File: src/rtl/mole_game_pkg.sv
// Shared definitions for the mole game controller.
// Contents:
//   state_t     - round sequencer states
//   LFSR_TAPS   - feedback mask for the 8-bit Fibonacci LFSR (taps 8,6,5,4)
//   idx_width() - width of a mole index for a given mole count (minimum 1)
package mole_game_pkg;

    typedef enum logic [2:0] {
        IDLE,
        SELECT,
        UP,
        COOL,
        GAME_OVER
    } state_t;

    localparam logic [7:0] LFSR_TAPS = 8'hB8;

    function automatic int unsigned idx_width(input int unsigned n);
        return (n <= 2) ? 1 : $clog2(n);
    endfunction

endpackage

File: src/rtl/btn_edge_bank.sv
// Registered rising-edge detector for a bank of debounced button levels.
// Ports:
//   clk       in   system clock
//   n_reset   in   synchronous active-low reset
//   btn       in   N button levels
//   btn_rise  out  N combinational rising-edge flags (btn & ~previous btn)
module btn_edge_bank #(
    parameter int unsigned N = 4
) (
    input  logic         clk,
    input  logic         n_reset,
    input  logic [N-1:0] btn,
    output logic [N-1:0] btn_rise
);

    logic [N-1:0] btn_q;

    always_ff @(posedge clk) begin
        if (!n_reset) begin
            btn_q <= '0;
        end else begin
            btn_q <= btn;
        end
    end

    assign btn_rise = btn & ~btn_q;

endmodule

File: src/rtl/mole_round_scheduler.sv
// Whack-a-mole round sequencer: picks a pseudo-random mole, holds it up for
// UP_CYCLES, judges presses as hit/miss, keeps score and miss counters.
// Optional feature macro: MOLE_PENALTY_EN (wrong-button presses count as misses).
// Ports:
//   clk, n_reset      clock and synchronous active-low reset
//   run               level, game running
//   clear             pulse, zero score/misses, leave GAME_OVER
//   btn               debounced button levels
//   mole_onehot       raised mole (one-hot, zero outside UP)
//   hit_pulse         one-cycle pulse on a correct hit
//   miss_pulse        one-cycle pulse on a miss
//   score, misses     hit count (saturating) and miss count
//   game_over         high while in GAME_OVER
module mole_round_scheduler
    import mole_game_pkg::*;
#(
    parameter int unsigned N_MOLES     = 4,
    parameter int unsigned UP_CYCLES   = 50000000,
    parameter int unsigned COOL_CYCLES = 25000000,
    parameter int unsigned SCORE_W     = 8,
    parameter int unsigned MAX_MISSES  = 5,
    parameter logic [7:0]  LFSR_SEED   = 8'hA5
) (
    input  logic               clk,
    input  logic               n_reset,
    input  logic               run,
    input  logic               clear,
    input  logic [N_MOLES-1:0] btn,
    output logic [N_MOLES-1:0] mole_onehot,
    output logic               hit_pulse,
    output logic               miss_pulse,
    output logic [SCORE_W-1:0] score,
    output logic [SCORE_W-1:0] misses,
    output logic               game_over
);

    localparam int unsigned IDX_W   = idx_width(N_MOLES);
    localparam int unsigned T_MAX   = (UP_CYCLES > COOL_CYCLES) ? UP_CYCLES : COOL_CYCLES;
    localparam int unsigned TIMER_W = $clog2(T_MAX);
    localparam logic [TIMER_W-1:0] UP_LOAD   = TIMER_W'(UP_CYCLES - 1);
    localparam logic [TIMER_W-1:0] COOL_LOAD = TIMER_W'(COOL_CYCLES - 1);
    localparam logic [SCORE_W-1:0] MISS_LIM  = SCORE_W'(MAX_MISSES);

    state_t               state_q, state_d;
    logic [TIMER_W-1:0]   timer_q, timer_d;
    logic [IDX_W-1:0]     idx_q, idx_d;
    logic [SCORE_W-1:0]   score_q, score_d;
    logic [SCORE_W-1:0]   misses_q, misses_d;
    logic                 hit_q, hit_d;
    logic                 miss_q, miss_d;
    logic [7:0]           lfsr_q;
    logic [N_MOLES-1:0]   btn_rise;
    logic [N_MOLES-1:0]   up_mask;
    logic [SCORE_W-1:0]   miss_inc;
    logic                 last_miss;

    btn_edge_bank #(.N(N_MOLES)) u_edges (
        .clk      (clk),
        .n_reset  (n_reset),
        .btn      (btn),
        .btn_rise (btn_rise)
    );

    assign up_mask   = N_MOLES'(1) << idx_q;
    assign miss_inc  = misses_q + 1'b1;
    // A same-cycle clear zeroes the counter, so the limit cannot be reached.
    assign last_miss = !clear && (miss_inc == MISS_LIM);

    always_ff @(posedge clk) begin
        if (!n_reset) begin
            state_q  <= IDLE;
            timer_q  <= '0;
            idx_q    <= '0;
            score_q  <= '0;
            misses_q <= '0;
            hit_q    <= 1'b0;
            miss_q   <= 1'b0;
            lfsr_q   <= LFSR_SEED;
        end else begin
            state_q  <= state_d;
            timer_q  <= timer_d;
            idx_q    <= idx_d;
            score_q  <= score_d;
            misses_q <= misses_d;
            hit_q    <= hit_d;
            miss_q   <= miss_d;
            lfsr_q   <= {lfsr_q[6:0], ^(lfsr_q & LFSR_TAPS)};
        end
    end

    always_comb begin
        state_d  = state_q;
        timer_d  = timer_q;
        idx_d    = idx_q;
        score_d  = score_q;
        misses_d = misses_q;
        hit_d    = 1'b0;
        miss_d   = 1'b0;

        unique case (state_q)
            IDLE: begin
                if (run) state_d = SELECT;
            end
            SELECT: begin
                if (!run) begin
                    state_d = IDLE;
                end else begin
                    // idx_q doubles as prev_idx: never raise the same mole twice in a row.
                    idx_d = lfsr_q[IDX_W-1:0];
                    if (idx_d == idx_q) idx_d = idx_q + 1'b1;
                    timer_d = UP_LOAD;
                    state_d = UP;
                end
            end
            UP: begin
                if (!run) begin
                    state_d = IDLE;
                end else if (btn_rise[idx_q]) begin
                    hit_d   = 1'b1;
                    timer_d = COOL_LOAD;
                    state_d = COOL;
                end else if (timer_q == '0) begin
                    miss_d  = 1'b1;
                    timer_d = COOL_LOAD;
                    state_d = last_miss ? GAME_OVER : COOL;
                end else begin
                    timer_d = timer_q - 1'b1;
`ifdef MOLE_PENALTY_EN
                    if (|(btn_rise & ~up_mask)) begin
                        miss_d = 1'b1;
                        if (last_miss) state_d = GAME_OVER;
                    end
`endif
                end
            end
            COOL: begin
                if (!run) begin
                    state_d = IDLE;
                end else if (timer_q == '0) begin
                    state_d = SELECT;
                end else begin
                    timer_d = timer_q - 1'b1;
                end
            end
            GAME_OVER: begin
                if (clear) state_d = IDLE;
            end
            default: state_d = IDLE;
        endcase

        if (hit_d && (score_q != '1)) score_d = score_q + 1'b1;
        if (miss_d) misses_d = miss_inc;
        if (clear) begin
            score_d  = '0;
            misses_d = '0;
        end
    end

    assign mole_onehot = (state_q == UP) ? up_mask : '0;
    assign hit_pulse   = hit_q;
    assign miss_pulse  = miss_q;
    assign score       = score_q;
    assign misses      = misses_q;
    assign game_over   = (state_q == GAME_OVER);

endmodule

File: config.mk
export PLATFORM = sky130hd
export DESIGN_NAME = mole_round_scheduler
export DESIGN_NICKNAME = d
export VERILOG_FILES = /design/src/rtl/mole_game_pkg.sv /design/src/rtl/btn_edge_bank.sv /design/src/rtl/mole_round_scheduler.sv
export SDC_FILE = /design/constraint.sdc
export NUM_CORES = 1
export LEC_CHECK = 0
export CORE_MARGIN = 2
export CORE_UTILIZATION = 50
export DETAILED_ROUTE_END_ITERATION = 8
export GPL_TIMING_DRIVEN = 0
export PLACE_DENSITY_LB_ADDON = 0.15
export SLEW_MARGIN = 0
export SYNTH_ARGS = -nofsm -noshare
export SYNTH_HDL_FRONTEND = slang
export SYNTH_SLANG_ARGS = --single-unit
File: constraint.sdc
create_clock -name clk -period 3.65 [get_ports clk]
set_clock_uncertainty 0.05 [all_clocks]
set_input_delay 0.73 -clock clk [delete_from_list [all_inputs] [get_ports clk]]
set_output_delay 0.73 -clock clk [all_outputs]
set_load 0.02 [all_outputs]
## After elaboration in Yosys (flattened, before gate mapping)

Cells that the tools add are included.

| storage, ports and cells | value |
|---|---|
| output and inout port bits | 23 |
| input bits | 8 |
| flip-flop bits (word level) | 61 |
| word-level logic and storage cells | 72 |

| operators by class | value |
|---|---|
| equality and inequality tests | 15 |
| shift operators | 1 |
| reduce and logical (&&, ||, !) cells | 11 |
| bitwise gates (word level) | 3 |
| muxes and demuxes | 28 |
| $lt $le $gt $ge | 1 |
| add/subtract/negate cells | 4 |

Operators with widths:

| operator | number |
|---|---|
| $mux 26 | 6 |
| $pmux 26 s3 | 1 |
| $logic_not 26->1 | 1 |
| $sub 26x1->26 const B | 1 |
| $mux 3 | 8 |
| $add 8x1->8 const B | 2 |
| $pmux 3 s5 | 1 |
| $ne 2x2->1 const B | 6 |
| $eq 8x3->1 const B | 1 |
| $mux 1 | 8 |
| $ne 8x8->1 const B | 1 |
| $reduce_xor 8->1 | 1 |
| $eq 3x2->1 const B | 2 |
| $reduce_and 5->1 | 1 |
| $and 4x4->4 | 1 |
| $mux 2 | 2 |
| $mux 4 | 1 |
| $ne 4x4->1 const B | 1 |
| $not 4->4 | 1 |
| $reduce_and 4->1 | 1 |
| $shl 1x2->4 const A | 1 |
| $eq 3x1->1 const B | 1 |
| $eq 3x3->1 const B | 1 |
| $logic_not 3->1 | 1 |
| 11 further kinds | 12 |

## Longest topological paths before layout

| depth | value |
|---|---|
| depth in word-level cells | 8 |
| depth in mapped cells | 10 |
| gate-level depth less buffers | 8 |

## Cells and area by module

A second synthesis with hierarchy kept.

| second synthesis, totals | value |
|---|---|
| cells, all modules | 400 |
| area total of the unflattened synthesis | 3359.5 um^2 |

By module, submodules not included:

| module | sequential area each (um^2) | cells an instance | instances | area each (um^2) |
|---|---|---|---|---|
| mole_round_scheduler | 1141.1 | 388 | 1 | 3229.3 |
| btn_edge_bank | 80.1 | 12 | 1 | 130.1 |

## Least setup slack after synthesis

OpenSTA, ideal clock, no wires.

| timing | value |
|---|---|
| kind | input -> register |
| start | input btn[0] |
| end | register state_q[2] |
| buffers on the path | 1 |
| library setup time | 0.070 ns |
| data arrival time | 2.363 ns |
| setup slack | 1.167 ns |
| data required time | 3.530 ns |
| stages | 7 |
| cell sequence | nor2b_1 -> mux4_2 -> clkbuf_1 -> nor4_1 -> o21ai_1 -> or4_1 -> a21oi_1 |

| on the way | value |
|---|---|
| longest elaborated chain between the ends | 6 |
| elaborated cells between the ends (all ways) | 8 |
| those cells by class | eq/ne: 1; mux: 5; bitwise: 1; reduce/logical: 1 |

Ends and longest elaborated chain:

| item | line | source |
|---|---|---|
| start, declared | mole_round_scheduler.sv:28 | `input logic [N_MOLES-1:0] btn,` |
| $and 4x4->4 * | btn_edge_bank.sv:26 | `assign btn_rise = btn & ~btn_q;` |
| $bmux 1 s2 * | mole_round_scheduler.sv:118 | `end else if (btn_rise[idx_q]) begin` |
| $mux 1 (implied by the code) * | mole_round_scheduler.sv:118 |  |
| $mux 3 | mole_round_scheduler.sv:118 |  |
| $mux 3 | mole_round_scheduler.sv:116 | `if (!run) begin` |
| $pmux 3 s5 | mole_round_scheduler.sv:100 | `unique case (state_q)` |
| end signal, assigned | mole_round_scheduler.sv:80 | `state_q <= state_d;` |
| end, declared | mole_round_scheduler.sv:44 | `state_t state_q, state_d;` |

Mark *: on every way between the ends. The rest lies on a longest branch, timed or not. The select of a mux whose other input is x is not followed.
A chain may end at the register's enable or synchronous reset.

## Final worst setup path

| timing | value |
|---|---|
| start | register state_q[1] |
| end | output mole_onehot[0] |

| on the way | value |
|---|---|
| longest elaborated chain between the ends | 2 |

Ends and longest elaborated chain:

| item | line | source |
|---|---|---|
| $eq 3x2->1 | mole_round_scheduler.sv:159 | `assign mole_onehot = (state_q == UP) ? up_mask : '0;` |
| $mux 4 | mole_round_scheduler.sv:159 |  |
| end, declared | mole_round_scheduler.sv:29 | `output logic [N_MOLES-1:0] mole_onehot,` |

No other way between the ends.

==> impl_metrics.ini <==
[status]
status = finished, final reports clean

[synth]
synth_top_cell_area_share_pct = 36.9
yosys-top-cells-area = dfxtp_1, xnor2_1, nor2_1
synthesis.area_um2 = 3310
synth_edf_count = 0
synth_fp_nets = 418
synthFlopType = dfxtp_1
ys_types = 60
synthArstFlopShare_pct = 0
synth_area_leader_cell = dfxtp_1
syn_avg_cell_area_um2 = 8.23
synth_most_common_cell = dfxtp_1
ys_seq_elements = 61
ys_seq_area_share_pct = 36.9
ys_top_cells_by_count = dfxtp_1, nor2_1, nand2_1
yosysWarnings = 0
synth_cells = 402

[pwr]
p_total_mw = 1.90
leakagePower_nw = 1.38
vdd_drop_max_mv = 0.271
p_per_area_nw_per_um2 = 485

[global_routing]
gr-total-overflow = 0
grt_pass1_wl_mm = 14.0
grt_pass1_vias = 2878
antenna_found_initial = 0
grt_start_max_net_pins = 11
grt.total_usage_pct = 24.3

[finish]
diodes = 0
area_delta_synth_final_pct = 18.3
seq_area_um2 = 1220
drive_gt1_share_pct = 8.07
layout.nets = 458
multiInputGateArea_um2 = 1950
final_util_pct = 61.3
fill_cells = 580

[flow_run]
cap_violations = 0

[die]
fp.dieW_um = 85.4
design.portCount = 31
dieArea_um2 = 7290
start_util_pct = 51.8
row_count = 29
core_um2 = 6390
die_h_um = 85.4

[timing]
drv_slew = 0
period_share_pct = 85.6
period_minus_slack_ns = 3.12
finalHoldViolations = 0
worst_pin_slew_ns = 1.06
slew_headroom_pct = 28.8
finalSetupViolations = 0
timing.fmax_ghz = 0.320
finalSetupTns_ns = 0
layout_setup_ws_ns = 0.526
rsz0062_at_grt = false

[clock_tree]
cts_hold_buf = 0
tritoncts = built
cts_buffer_depth = 2
cts_buffers = 9
cts.sinks = 61
h-tree-depth = 3
cts_root_buf = clkbuf_8
cts-resized-gates = 0
cts_setup_buffers = 0
path_clk_slew_ns = 0.07
clkLatencyLatePin_ns = 0.34

[drt]
first_pass_iters = 5
wl_per_cell_um = 16.0
drc = 0
routed_wl_mm = 8.35
via_per_inst = 5.94
drtAntennaViolNets = 0
dr.first_iter.drc_count = 330
routed-via-count = 3108

[placement]
port-buffer-count = 29
dpl_worst_slack_ns = 0.194
dp_hpwl_mm = 5.87
gp_congestion = 0.888

[setup_path]
critPathKind = reg2out
cp-start-kind = flop
cp_max_fo = 10
end_kind = primary output
worstPathRequired_ns = 2.87
cp.arrival_ns = 2.34

[worst_hold_path]
hold_path_class = reg2reg
-- power breakdown --
part / internal [mW] / switching (mW) / leakage (nW) / total (mW)
logic: 0.175 / 0.308 / 0.766 / 0.484
clock network: 0.395 / 0.259 / 0.112 / 0.654
registers: 0.713 / 0.0463 / 0.499 / 0.759
-- stage by stage --
step,instance area (um^2),std cells,hold WS (ns)
2_1_floorplan,3310,402,0.336
3_3_place_gp,3700,508,0.340
3_5_place_dp,3700,508,0.353
4_1_cts,3910,523,0.374
5_1_grt,3920,523,0.416
6_report,3920,523,0.368
-- cell usage in the layout, fill, tap and decap left out, types with 9 or more instances in the layout --
cell / Yosys / routed
xnor2_1: 19 / 19
xor2_1: 10 / 10
nor2_1: 40 / 40
clkbuf_8: 0 / 10
a21oi_1: 17 / 17
and2_1: 15 / 15
nor3_1: 20 / 20
o21ai_0: 29 / 29
clkdlybuf4s50_1: 0 / 29
clkbuf_1: 15 / 15
nand3_1: 9 / 9
nand2b_1: 9 / 9
nand2_1: 30 / 30
nor4_1: 10 / 9
dfxtp_1: 61 / 61
inv_1: 13 / 13
or3_1: 13 / 13
-- critical path: stages (launching register included) --
cell,delay (ns)
dfxtp_1,0.32
clkbuf_1,0.31
nand2b_1,0.25
nor2_1,0.34
and2_1,0.19
clkdlybuf4s50_1,0.60
-- logic make-up after synthesis --
logic type | count (synthesis) | share of synthesized area [%]
xor+xnor | 29 | 7.67
compound gates | 82 | 15.7
flops | 61 | 36.9
fa+ha+maj | 8 | 3.02
mux | 2 | 0.983
simple gates | 186 | 31.4
buf+inv | 34 | 4.31
-- path summary, 6_finish.rpt --
path                                 from                       end  slack [ns]  cells past startpoint
setup / recovery  state_q[1]$_SDFFE_PN0P_            mole_onehot[0]        0.53                      5
hold / removal       lfsr_q[6]$_SDFF_PN0_      lfsr_q[7]$_SDFF_PN1_        0.37                      1
setup reg to reg  timer_q[0]$_SDFFE_PN0P_  timer_q[11]$_SDFFE_PN0P_        0.89                     10
hold reg to reg      lfsr_q[6]$_SDFF_PN0_      lfsr_q[7]$_SDFF_PN1_        0.37                      1
-- state kept, by name, summed over array words and instances, names as in the netlist --
| name | cells |
|---|---|
| u_edges.btn_q | 4 |
| lfsr_q | 8 |
| misses | 8 |
| hit_pulse | 1 |
| timer_q | 26 |
| idx_q | 2 |
| score | 8 |
| state_q | 3 |
| miss_pulse | 1 |
-- final cells by class --
| cell class | instances | share of cell area [%] |
|---|---|---|
| Multi-Input combinational cell | 307 | 49.9 |
| Sequential cell | 61 | 31.2 |
| Timing Repair Buffer | 29 | 7.41 |
| Clock buffer | 10 | 3.52 |
| Tap cell | 77 | 2.46 |
| Buffer | 21 | 2.40 |
| Clock inverter | 5 | 1.92 |
| Inverter | 13 | 1.25 |
-- routing by layer --
layer / wire (um) / up-vias / part of all wire (%) / GRT usage (%)
met2: 3690 / 114 / 44 / 37.0
met1: 3950 / 1452 / 47 / 33.0
met3: 526 / 23 / 6.3 / 5.35
met5: 0 / - / 0 / 0
met4: 187 / 0 / 2.2 / 11.3
li1: - / 1519 / - / -
(Power assumes the default switching activity.)
